$ cat src/rtl/cam_dvp_tx.sv
// cam_dvp_tx
//   Camera emulator. Takes RGB565 pixels through a valid/ready handshake
//   and sends them out as OV-style DVP frames (vsync, href, 8-bit data).
//   Each pixel becomes two bytes, high byte first, on consecutive clocks
//   while href is high. Frame timing is fixed by the parameters.
//
// Ports
//   pclk_i          pixel clock, all logic on the rising edge
//   rst_i           asynchronous reset, active low
//   test_pattern_i  (only with CAM_DVP_TX_TESTPATTERN_EN) 1 = emit an
//                   index pattern instead of source pixels; sampled at
//                   frame start
//   enable_i        1 = generate frames; only looked at on frame boundaries
//   pixel_i         RGB565 pixel from the source
//   pixel_valid_i   pixel_i is valid
//   pixel_ready_o   pixel_i is taken this cycle if pixel_valid_i
//   d_o             DVP data byte
//   vsync_o         vertical sync, active high
//   href_o          line valid, active high
//   frame_start_o   one-cycle pulse in the first vsync_o-high cycle
//   underflow_o     sticky; a pixel was needed while pixel_valid_i was 0
//
// Optional feature macro: CAM_DVP_TX_TESTPATTERN_EN
//   When defined, adds test_pattern_i. A frame started with it high
//   ignores the source and emits {line_idx[7:0], pix_idx[7:0]} per pixel.

module cam_dvp_tx #(
    parameter int H_ACTIVE    = 640,
    parameter int H_BLANK     = 144,
    parameter int V_ACTIVE    = 480,
    parameter int VSYNC_LINES = 3,
    parameter int VBP_LINES   = 17,
    parameter int VFP_LINES   = 10
) (
    input  logic        pclk_i,
    input  logic        rst_i,
`ifdef CAM_DVP_TX_TESTPATTERN_EN
    input  logic        test_pattern_i,
`endif
    input  logic        enable_i,
    input  logic [15:0] pixel_i,
    input  logic        pixel_valid_i,
    output logic        pixel_ready_o,
    output logic [7:0]  d_o,
    output logic        vsync_o,
    output logic        href_o,
    output logic        frame_start_o,
    output logic        underflow_o
);

    localparam int LINE_CLKS  = 2 * H_ACTIVE + H_BLANK;
    localparam int ACT_CLKS   = 2 * H_ACTIVE;
    localparam int VSYNC_CLKS = VSYNC_LINES * LINE_CLKS;
    localparam int VBP_CLKS   = VBP_LINES * LINE_CLKS;
    localparam int VFP_CLKS   = VFP_LINES * LINE_CLKS;

    // One counter is reused by every state, so it must span the longest one.
    localparam int MAX_A   = (ACT_CLKS > H_BLANK) ? ACT_CLKS : H_BLANK;
    localparam int MAX_B   = (VSYNC_CLKS > VBP_CLKS) ? VSYNC_CLKS : VBP_CLKS;
    localparam int MAX_C   = (MAX_A > MAX_B) ? MAX_A : MAX_B;
    localparam int CNT_MAX = (MAX_C > VFP_CLKS) ? MAX_C : VFP_CLKS;
    localparam int CNT_W   = (CNT_MAX > 1) ? $clog2(CNT_MAX) : 1;
    localparam int LINE_W  = $clog2(V_ACTIVE + 1);

    localparam logic [CNT_W-1:0]  ACT_LAST   = CNT_W'(ACT_CLKS - 1);
    localparam logic [CNT_W-1:0]  HBL_LAST   = CNT_W'(H_BLANK - 1);
    localparam logic [CNT_W-1:0]  VSYNC_LAST = CNT_W'(VSYNC_CLKS - 1);
    localparam logic [CNT_W-1:0]  VBP_LAST   = CNT_W'(VBP_CLKS - 1);
    localparam logic [CNT_W-1:0]  VFP_LAST   = CNT_W'(VFP_CLKS - 1);
    localparam logic [LINE_W-1:0] LINES      = LINE_W'(V_ACTIVE);

    typedef enum logic [2:0] {IDLE, VSYNC, VBP, ACTIVE, HBLANK, VFP} state_t;

    state_t             state_q, state_d;
    logic [CNT_W-1:0]   cnt_q, cnt_d;
    logic [LINE_W-1:0]  line_q, line_d;
    logic [7:0]         lo_q, lo_d;
    logic [7:0]         d_q, d_d;
    logic               vsync_q, vsync_d;
    logic               href_q, href_d;
    logic               fs_q, fs_d;
    logic               uf_q, uf_d;
    logic               ready;
    logic [15:0]        px;
    logic               load_px;
    logic               start_frame;
    logic               end_frame;
`ifdef CAM_DVP_TX_TESTPATTERN_EN
    logic               tp_q, tp_d;
`endif

    // Ready marks the edge that loads the next phase-0 byte: the last cycle
    // before a line starts, and every phase-1 cycle except the line's last.
    // In ACTIVE, cnt_q[0] is the byte phase currently on d_o.
    always_comb begin
        ready = 1'b0;
        case (state_q)
            VSYNC:   ready = (VBP_CLKS == 0) && (cnt_q == VSYNC_LAST);
            VBP:     ready = (cnt_q == VBP_LAST);
            ACTIVE:  ready = cnt_q[0] && (cnt_q != ACT_LAST);
            HBLANK:  ready = (cnt_q == HBL_LAST) && (line_q < LINES);
            default: ready = 1'b0;
        endcase
`ifdef CAM_DVP_TX_TESTPATTERN_EN
        if (tp_q) begin
            ready = 1'b0;
        end
`endif
    end

    // Pixel to load on the next phase-0 edge. A missing source pixel is
    // replaced by black so the line timing never stalls. In pattern mode
    // the pixel index is the one about to start: 0 when loading from a
    // blanking state, otherwise the pixel after the current one.
    always_comb begin
        px = pixel_valid_i ? pixel_i : 16'h0000;
`ifdef CAM_DVP_TX_TESTPATTERN_EN
        if (tp_q) begin
            px[15:8] = 8'(line_q);
            px[7:0]  = (state_q == ACTIVE) ? (8'(cnt_q >> 1) + 8'd1) : 8'h00;
        end
`endif
    end

    // Next-state and next-output logic. Outputs are computed for the state
    // being entered so the registered outputs line up with state_q.
    // Frame start, line start and frame end are shared entry points that
    // several states can reach, hence the flags applied after the case.
    always_comb begin
        state_d     = state_q;
        cnt_d       = cnt_q + CNT_W'(1);
        line_d      = line_q;
        lo_d        = lo_q;
        d_d         = 8'h00;
        vsync_d     = 1'b0;
        href_d      = 1'b0;
        fs_d        = 1'b0;
        uf_d        = uf_q;
        load_px     = 1'b0;
        start_frame = 1'b0;
        end_frame   = 1'b0;
`ifdef CAM_DVP_TX_TESTPATTERN_EN
        tp_d        = tp_q;
`endif
        case (state_q)
            IDLE: begin
                cnt_d = '0;
                if (enable_i) begin
                    start_frame = 1'b1;
                end
            end
            VSYNC: begin
                vsync_d = 1'b1;
                if (cnt_q == VSYNC_LAST) begin
                    vsync_d = 1'b0;
                    cnt_d   = '0;
                    if (VBP_CLKS == 0) begin
                        load_px = 1'b1;
                    end else begin
                        state_d = VBP;
                    end
                end
            end
            VBP: begin
                if (cnt_q == VBP_LAST) begin
                    load_px = 1'b1;
                end
            end
            ACTIVE: begin
                href_d = 1'b1;
                if (!cnt_q[0]) begin
                    d_d = lo_q;
                end else if (cnt_q == ACT_LAST) begin
                    href_d  = 1'b0;
                    state_d = HBLANK;
                    cnt_d   = '0;
                    line_d  = line_q + LINE_W'(1);
                end else begin
                    d_d  = px[15:8];
                    lo_d = px[7:0];
                end
            end
            HBLANK: begin
                if (cnt_q == HBL_LAST) begin
                    cnt_d = '0;
                    if (line_q < LINES) begin
                        load_px = 1'b1;
                    end else if (VFP_CLKS == 0) begin
                        end_frame = 1'b1;
                    end else begin
                        state_d = VFP;
                    end
                end
            end
            VFP: begin
                if (cnt_q == VFP_LAST) begin
                    end_frame = 1'b1;
                end
            end
            default: begin
                state_d = IDLE;
                cnt_d   = '0;
            end
        endcase

        if (end_frame) begin
            cnt_d = '0;
            if (enable_i) begin
                start_frame = 1'b1;
            end else begin
                state_d = IDLE;
            end
        end
        if (start_frame) begin
            state_d = VSYNC;
            cnt_d   = '0;
            vsync_d = 1'b1;
            fs_d    = 1'b1;
            uf_d    = 1'b0;
            line_d  = '0;
`ifdef CAM_DVP_TX_TESTPATTERN_EN
            tp_d    = test_pattern_i;
`endif
        end
        if (load_px) begin
            state_d = ACTIVE;
            cnt_d   = '0;
            href_d  = 1'b1;
            d_d     = px[15:8];
            lo_d    = px[7:0];
        end
        if (ready && !pixel_valid_i) begin
            uf_d = 1'b1;
        end
    end

    // State and output registers; reset aborts any frame in progress.
    always_ff @(posedge pclk_i or negedge rst_i) begin
        if (!rst_i) begin
            state_q <= IDLE;
            cnt_q   <= '0;
            line_q  <= '0;
            lo_q    <= 8'h00;
            d_q     <= 8'h00;
            vsync_q <= 1'b0;
            href_q  <= 1'b0;
            fs_q    <= 1'b0;
            uf_q    <= 1'b0;
`ifdef CAM_DVP_TX_TESTPATTERN_EN
            tp_q    <= 1'b0;
`endif
        end else begin
            state_q <= state_d;
            cnt_q   <= cnt_d;
            line_q  <= line_d;
            lo_q    <= lo_d;
            d_q     <= d_d;
            vsync_q <= vsync_d;
            href_q  <= href_d;
            fs_q    <= fs_d;
            uf_q    <= uf_d;
`ifdef CAM_DVP_TX_TESTPATTERN_EN
            tp_q    <= tp_d;
`endif
        end
    end

    assign pixel_ready_o = ready;
    assign d_o           = d_q;
    assign vsync_o       = vsync_q;
    assign href_o        = href_q;
    assign frame_start_o = fs_q;
    assign underflow_o   = uf_q;

endmodule

$ cat config.mk
export PLATFORM = sky130hd
export DESIGN_NAME = cam_dvp_tx
export DESIGN_NICKNAME = d
export VERILOG_FILES = /design/src/rtl/cam_dvp_tx.sv
export SDC_FILE = /design/constraint.sdc
export NUM_CORES = 1
export LEC_CHECK = 0
export ABC_AREA = 0
export BUFFER_PORTS_ARGS = -buffer_cell sky130_fd_sc_hd__clkbuf_2
export CAP_MARGIN = 30
export CORE_AREA = 10 10 72 74
export CTS_BUF_LIST = sky130_fd_sc_hd__clkbuf_4
export DETAILED_ROUTE_END_ITERATION = 7
export DIE_AREA = 0 0 82 84
export PLACE_DENSITY = 0.91
export RECOVER_POWER = 25
export SYNTH_ARGS = -nofsm -noshare
export SYNTH_HDL_FRONTEND = slang
export SYNTH_SLANG_ARGS = --single-unit
$ cat constraint.sdc
create_clock -name pclk_i -period 3.38 [get_ports pclk_i]
set_input_delay 0 -clock pclk_i [delete_from_list [all_inputs] [get_ports pclk_i]]
set_output_delay 0 -clock pclk_i [all_outputs]
set_load 0.1 [all_outputs]
======== Word-level counts from Yosys, hierarchy flattened ========
Index checks and enable logic that the tools add are counted.
Widths: inputs -> output; s select.
word-level totals
  register bits after elaboration ......... 47
  word-level logic and storage cells ...... 91
cells by class
  add/subtract/negate cells ............... 2
  $lt $le $gt $ge ......................... 1
  equal/unequal tests ..................... 12
  multiplexer cells ....................... 52
  reduce and logical (&&, ||, !) cells .... 15
operators by type and width
  cell                   number
  $mux 15                7
  $mux 8                 8
  $pmux 15 s4            1
  $mux 9                 4
  $mux 3                 9
  $mux 1                 19
  $mux 16                1
  $add 15x1->15 const B  1
  $eq 15x11->1 const B   1
  $eq 15x13->1 const B   1
  $eq 15x14->1 const B   1
  $eq 15x15->1 const B   1
  $eq 15x8->1 const B    1
  $ne 15x11->1 const B   1
  $pmux 3 s4             1
  $reduce_bool 2->1      6
  $add 9x1->9 const B    1
  $lt 9x9->1 const B     1
  $eq 3x2->1 const B     2
  $eq 3x3->1 const B     2
  $reduce_and 3->1       2
  $eq 3x1->1 const B     1
  $logic_and 1x1->1      3
  $logic_not 3->1        1
  6 further kinds        6

======== Depth between registers and ports, before layout ========
Gate-level depths: netlist (run 1).
  depth after elaboration ................. 8
  gate-level depth with buffers ........... 8
  depth with buffers taken out ............ 6

======== Least setup slack after synthesis (run 1) ========
No wires, ideal clock.
  kind .................................... register -> register
  start ................................... register cnt_q[0]
  end ..................................... register d_q[6] (netlist: d_o[6])
  arrival ................................. 2225 ps
  data required time ...................... 3258 ps
  setup slack ............................. 1033 ps
  cell stages (with the launch flop) ...... 9
  period minus slack after synthesis ...... 2347 ps
  cells stage by stage .................... dfrtp_1 ha_1 nand4_1 or4_1 buf_4 nand2b_4 nand2_4 buf_6 a32o_1
on the way
  longest elaborated chain between the ends .. 5
  elaborated cells between the ends (all ways) .. 10
  those cells by class .................... eq/ne (3); mux (7)
ends and longest elaborated chain
  element                 RTL line  source
  from (decl)             75        logic [CNT_W-1:0] cnt_q, cnt_d;
  from (signal assigned)  254       cnt_q <= cnt_d;
  $eq 15x11->1            173       end else if (cnt_q == ACT_LAST) begin
  $mux 8                  173
  $mux 8                  171       if (!cnt_q[0]) begin
  $mux 8                  145       case (state_q)
  $mux 8 (*)              225       if (load_px) begin
  net d_d[6]              78        logic [7:0] d_q, d_d;
  to (signal assigned)    244       d_q <= 8'h00;
  to (signal assigned)    257       d_q <= d_d;
  to (decl)               78
Mark *: on every way through the listed nets, which the timed path passes. The rest lies on a longest branch.
A chain may end at the register's enable or synchronous reset.

======== Worst setup path in the final report (run 1) ========
  start ................................... register cnt_q[0]
  end ..................................... output pixel_ready_o
on the way
  longest elaborated chain between the ends .. 3
  elaborated cells between the ends (all ways) .. 6
  those cells by class .................... eq/ne (3); mux (1); reduce/logical (2)
ends and longest elaborated chain
  element                                      RTL line  source
  $eq 15x8->1 or $ne 15x11->1 (tied branches)  101, 100
  $logic_and 1x1->1 (on tied branches)         101, 100
  $pmux 1 s3 (*)                               97        case (state_q)
  to (decl)                                    43        output logic pixel_ready_o,
Every way passes the cells marked *; elsewhere a longest branch is shown, timed or not.

==> results of run 1 <==
==> cells by family after synthesis <==
kind of cell	count (synthesis)	synth area share (%)
XOR/XNOR	20	7.45
AND/OR/NAND/NOR	112	25.9
adder cells (fa/ha/maj)	2	1.06
multiplexers	8	3.40
buffers and inverters	20	3.83
AO/OA/AOI/OAI	24	8.40
flip-flops	47	50.0
==> cells in the mapped netlist, types with 2 or more instances <==
cell / count
nor4_2: 2
xor2_1: 8
nor2b_1: 2
a32o_1: 8
a21oi_1: 5
nand2b_1: 3
or4_1: 3
and3_1: 4
or4b_1: 2
dfrtp_1: 47
nand3_1: 13
clkbuf_1: 5
o21bai_1: 2
and2_1: 2
mux2i_1: 8
xnor2_1: 12
nor4bb_1: 2
nor4_1: 3
o21ai_1: 2
inv_1: 12
buf_4: 2
nand4b_1: 2
nand2_1: 17
or3_1: 3
nand4_1: 4
nor2_1: 31
nor3_1: 12
ha_1: 2
==> state kept, by name (all words and copies together), names as in the netlist <==
register / cells
frame_start_o: 1
state_q: 3
underflow_o: 1
href_o: 1
lo_q: 8
d_o: 8
vsync_o: 1
line_q: 9
cnt_q: 15
==> power by group through the flow <==
| stage | registers [mW] | logic (mW) | clock network [mW] |
|---|---|---|---|
| final | 0.563 | 0.0504 | 0.270 |
| after global routing | 0.564 | 0.0557 | 0.295 |
| after CTS | 0.563 | 0.0508 | 0.274 |
| after detailed placement | 0.574 | 0.0339 | 0 |
| after global placement | 0.574 | 0.0332 | 0 |
| after floorplan | 0.579 | 0.00536 | 0 |
==> repair_timing <==
action | 4_1_cts | 5_1_grt
buffers inserted | 0 | 0
hold endpoints to repair | 64 | 0
hold buffers | 18 | 0
resized for setup | 0 | 0
==> metrics by stage <==
step	cells	cell area (sq um)	util (%)	total power, mW
CTS	334	2780	72.0	0.888
detailed placement	308	2540	65.8	0.608
floorplan	233	2350	-	0.584
global placement	308	2540	65.8	0.607
finish	334	2770	71.9	0.884
global route	334	2770	71.9	0.914
==> final timing paths <==
check / startpoint / endpoint / slack (ns) / cells after the start
worst max-delay path: cnt_q[0]$_DFF_PN0_ / pixel_ready_o / 0.34 / 6
worst min-delay path: pixel_valid_i / lo_q[4]$_DFFE_PN0P_ / 0.06 / 3
worst max register to register: cnt_q[0]$_DFF_PN0_ / cnt_q[9]$_DFF_PN0_ / 0.70 / 6
worst min register to register: underflow_o$_DFFE_PN0P_ / underflow_o$_DFFE_PN0P_ / 0.53 / 1
max in group asynchronous: rst_i / cnt_q[11]$_DFF_PN0_ / 1.05 / 3
min in group asynchronous: rst_i / line_q[4]$_DFFE_PN0P_ / 0.96 / 3
==> cell type report <==
| type | instances | area, sq um |
|---|---|---|
| repair buffers | 51 | 344 |
| inverters | 12 | 45.0 |
| well taps | 50 | 62.6 |
| clock inverters | 3 | 20.0 |
| clock buffers | 5 | 37.5 |
| multi-input cells | 166 | 1090 |
| flip-flops and latches | 47 | 1180 |
| fillers | 267 | 1080 |
==> routing by layer <==
layer,routed length (um),share of wire [%],track usage (%),vias to the layer above
met4,132,2.4,7.89,0
met3,282,5.1,3.77,13
met2,2910,53,27.4,67
met5,0,0,0,-
met1,2210,40,21.0,939
li1,-,-,-,918
==> worst max-delay path, delay by kind of cell (launching register included) <==
family	cells	cell delay, ns
DFF	1	0.49
and+or+nand+nor	4	1.44
buffers and inverters	1	0.44
adders and majority gates	1	0.28
==> flow_summary_export.csv, run 1 <==
group,metric,value,unit
logic_synthesis,synth-async-reset-ratio,100,%
sta,finalSetupViolCount,0,
logic_synthesis,yosysTopAreaCell,"dfrtp_1",
power,seqPwrFrac,63.7,%
logic_synthesis,ys_ff_latch,47,
place,dp_slack,0.761,ns
grt,grt_max_degree,48,
sta,rsz0062_at_grt,"no",
logic_synthesis,synth_edf_count,0,
status,violations,"capacitance limit, slew limit",
logic_synthesis,syn_inst,233,
floorplan,core_area,0.00386,sq mm
job,maxCapViolCount,1,
power,p_per_area,319,mW/mm^2
floorplan,die_w,82,um
worst_setup_path,critical_path_class,"flop to output port",
finish,layout-drive-gt1-share,15.8,%
logic_synthesis,synth_area_leaders,"dfrtp_1 50%, nor2_1 4.9%, xnor2_1 4.5%",
power,p_leak,1.29,nW
logic_synthesis,yosysSeqAreaShare,50.0,%
cts,clock_sink_count,47,
cts,htreeDepth,2,
sta,setup_tns,0,ns
worst_setup_path,crit_fanout,17,
worst_setup_path,cp-start-kind,"flop",
cts,cts.clk_slew.worst_paths,0.14,ns
sta,whs,0.0559,ns
logic_synthesis,syn_avg_cell_area,10.1,sq um
logic_synthesis,yosysWarnings,0,
worst_setup_path,path_cells,"ha_1 > nand4_1 > or4_1 > nand2b_4 > nand2_4 > clkbuf_2",
grt,grt_overflow,0,
routing,wire_per_inst,16.6,um
place,place_hpwl,3.71,mm
logic_synthesis,ys_types,43,
cts,cts_buffer_depth,2,
worst_setup_path,cp.required,3.38,ns
sta,fin_worst_skew,0.0205,ns
routing,via_per_inst,5.80,
logic_synthesis,syn_nets,255,
cts,clock-root-buffer,"clkbuf_4",
power,clkPwrFrac,30.6,%
worst_hold_path,min_path_type,"input port to flop",
sta,fin_crit,3.04,ns
power,p_int,0.666,mW
finish,final_nets,305,
floorplan,io_pins,33,
grt,antenna_found_initial,0,
sta,clock.fmax,329,MHz
sta,slew_violations,48,
routing,drtIter0Drc,228,
place,place_congestion,0.941,
grt,grt_pass1_wl,9.40,mm
finish,antenna_cells,0,
cts,cts_made_buffers,5,
routing,drc_errors,0,
routing,via_count,1937,
sta,fin_crit_sh,89.9,%
cts,cts_tree,"done",
sta,slew_headroom,-60.2,%
finish,layout_common_cells,"47 x dfrtp_1, 32 x clkbuf_2, 31 x nor2_1",
worst_setup_path,slowest_stage,"or4_1",
power,swShare,24.6,%
worst_setup_path,cp.arrival,3.04,ns
status,status,"complete, but fails checks",
place,port_buffers,32,
finish,syn_to_final_growth,17.8,%
logic_synthesis,synth_top_area_share,50.0,%
grt,grt_usage,17.1,%
cts,clock_latency,0.39,ns
power,ir_worst_vdd,0.000207,V
grt,grt_pass1_vias,1984,
sta,fin_ws,0.341,ns
power,switchingPower,0.218,mW
floorplan,die_y,84,um
routing,first_pass_iters,5,
routing,drt-total-wl,5.54,mm
sta,worstMarginPinSlew,2.40,ns
finish,final_common_cell,"dfrtp_1",
floorplan,num_rows,23,
routing,ant_nets,0,
sta,hold_viol_final,0,
logic_synthesis,syn_area,0.00235,sq mm
floorplan,start_util,61.0,%
power,pwr-share-comb,5.7,%
floorplan,die-area,0.00689,sq mm
worst_setup_path,slowest_delay,0.82,ns
worst_setup_path,worstSetupEndpointType,"output port",
logic_synthesis,synth-main-ff-cell,"dfrtp_1",
Power figures use the tool's default switching activity.
==> run 2, diff against run 1 <==
Settings changed: CORE_AREA 10 10 72 74 to 10 10 54 99, DIE_AREA 0 0 82 84 to 0 0 64 109, PLACE_DENSITY 0.91 to 0.9.
==> flow_summary_export.csv, run 2 (same netlist as run 1, synthesis figures left out) <==
group,metric,value,unit
status,status,"complete, but fails checks",
status,violations,"capacitance limit, slew limit",
cts,cts.clk_slew.worst_paths,0.12,ns
floorplan,die_w,64,um
sta,fin_crit,2.97,ns
grt,antenna_found_initial,0,
worst_setup_path,slowest_delay,0.82,ns
worst_setup_path,crit_fanout,17,
power,ir_worst_vdd,0.000405,V
cts,post_cts_resized,0,
routing,ant_nets,0,
sta,rsz0062_at_grt,"no",
worst_setup_path,crit_family,"simple AND/OR/NAND/NOR gates",
grt,grt_pass1_wl,9.67,mm
sta,slew_violations,48,
cts,cts_buffer_depth,2,
place,port_buffers,32,
worst_setup_path,r2r-start,"cnt_q[0]$_DFF_PN0_",
routing,first_pass_iters,4,
grt,grt_max_degree,48,
finish,top_regs,"cnt_q (15), line_q (9)",
worst_setup_path,critical_path_class,"flop to output port",
floorplan,core_area,0.00380,sq mm
cts,clock_sink_count,47,
cts,htreeDepth,2,
place,place_congestion,0.883,
sta,fin_crit_sh,87.8,%
sta,fin_worst_skew,0.00710,ns
routing,via_count,1940,
finish,final_util,73.6,%
cts,cts_made_buffers,5,
floorplan,die_y,109,um
floorplan,io_pins,33,
worst_setup_path,critPathBufInv,1,
finish,regMostFlops,"cnt_q",
sta,clock.fmax,337,MHz
worst_setup_path,cp.required,3.38,ns
power,p_leak,1.31,nW
sta,setup_tns,0,ns
worst_setup_path,worstSetupEndpointType,"output port",
worst_setup_path,crit_path_start,"cnt_q[0]$_DFF_PN0_",
floorplan,die-area,0.00698,sq mm
routing,drc_errors,0,
routing,drt-total-wl,5.67,mm
finish,largest_reg_flops,15,
sta,slew_headroom,-60.6,%
worst_hold_path,min_path_type,"input port to flop",
routing,drtIter0Drc,63,
sta,worstMarginPinSlew,2.41,ns
grt,grt_usage,17.2,%
cts,clock-root-buffer,"clkbuf_4",
cts,cts_hold_buf,18,
worst_setup_path,path_cells,"ha_1 > nand4_1 > or4_1 > nand2b_4 > nand2_4 > clkbuf_2",
worst_setup_path,cp.arrival,2.97,ns
finish,antenna_cells,0,
worst_setup_path,slowest_stage,"or4_1",
grt,grt_overflow,0,
worst_hold_path,min_from,"pixel_valid_i",
job,maxCapViolCount,1,
worst_setup_path,cp-start-kind,"flop",
finish,final_nets,306,
power,p_per_area,334,mW/mm^2
finish,layout_common_cells,"47 x dfrtp_1, 32 x clkbuf_2, 31 x nor2_1",
sta,hold_viol_final,0,
sta,finalSetupViolCount,0,
cts,clock_latency,0.35,ns
cts,cts_tree,"done",
floorplan,num_rows,32,
finish,final_common_cell,"dfrtp_1",
floorplan,start_util,61.8,%
grt,grt_pass1_vias,2055,
finish,layout-drive-gt1-share,16.2,%
finish,syn_to_final_growth,18.9,%
cts,postCtsSetupBuffers,0,
routing,via_per_inst,5.79,
routing,wire_per_inst,16.9,um
place,place_hpwl,3.83,mm
==> run 2: cell count changes in the layout (fill, tap and decap cells not counted), sizes merged <==
cell,change
clkinv,-2
buf,+1
bufinv,+1
clkbuf,+1
clkinvlp,-1
==> run 2: final timing paths <==
check	end	slack (ns)	cells past startpoint
hold reg to reg	underflow_o$_DFFE_PN0P_	0.52	1
setup reg to reg	d_o[0]$_DFF_PN0_	0.75	6
hold / removal	lo_q[6]$_DFFE_PN0P_	0.1	3
max in group asynchronous	lo_q[7]$_DFFE_PN0P_	1.02	3
setup / recovery	pixel_ready_o	0.41	6
min in group asynchronous	line_q[7]$_DFFE_PN0P_	1.00	3
==> run 2: area by class of cell <==
class	count	area, sq um
Fill cell	267	1010
Multi-Input combinational cell	166	1090
Sequential cell	47	1180
Clock buffer	6	45.0
Clock inverter	1	30.0
Inverter	12	45.0
Timing Repair Buffer	52	352
Tap cell	51	63.8
==> run 2: power by group <==
group | leakage [nW] | switching, mW | internal (mW)
clock network | 0.0417 | 0.162 | 0.161
logic | 0.730 | 0.0270 | 0.0235
registers | 0.541 | 0.000412 | 0.563
==> run 2: layer usage <==
metal,track usage [%],routed length [um]
met1,17.4,1950
met4,8.33,206
met5,0,0
met2,32.3,3250
met3,3.29,261
==> run 2: metrics by stage <==
step | instance area, sq um | power, mW | instances | worst slack (ns) | hold slack [ns]
2_1_floorplan | 2350 | 0.584 | 233 | 1.03 | -0.296
3_3_place_gp | 2550 | 0.608 | 310 | 0.879 | 0.115
3_5_place_dp | 2550 | 0.608 | 310 | 0.803 | 0.120
4_1_cts | 2800 | 0.947 | 335 | 0.411 | 0.0615
5_1_grt | 2800 | 0.976 | 335 | 0.215 | 0.101
6_report | 2800 | 0.936 | 335 | 0.411 | 0.0980
==> run 2: worst reg2reg max path, stage by stage, from the launching register on <==
cell      delay [ns]
dfrtp_1         0.47
ha_1            0.26
nand4_1         0.29
or4_1           0.82
nand2b_4        0.17
nand2_4         0.16
a32o_1          0.35
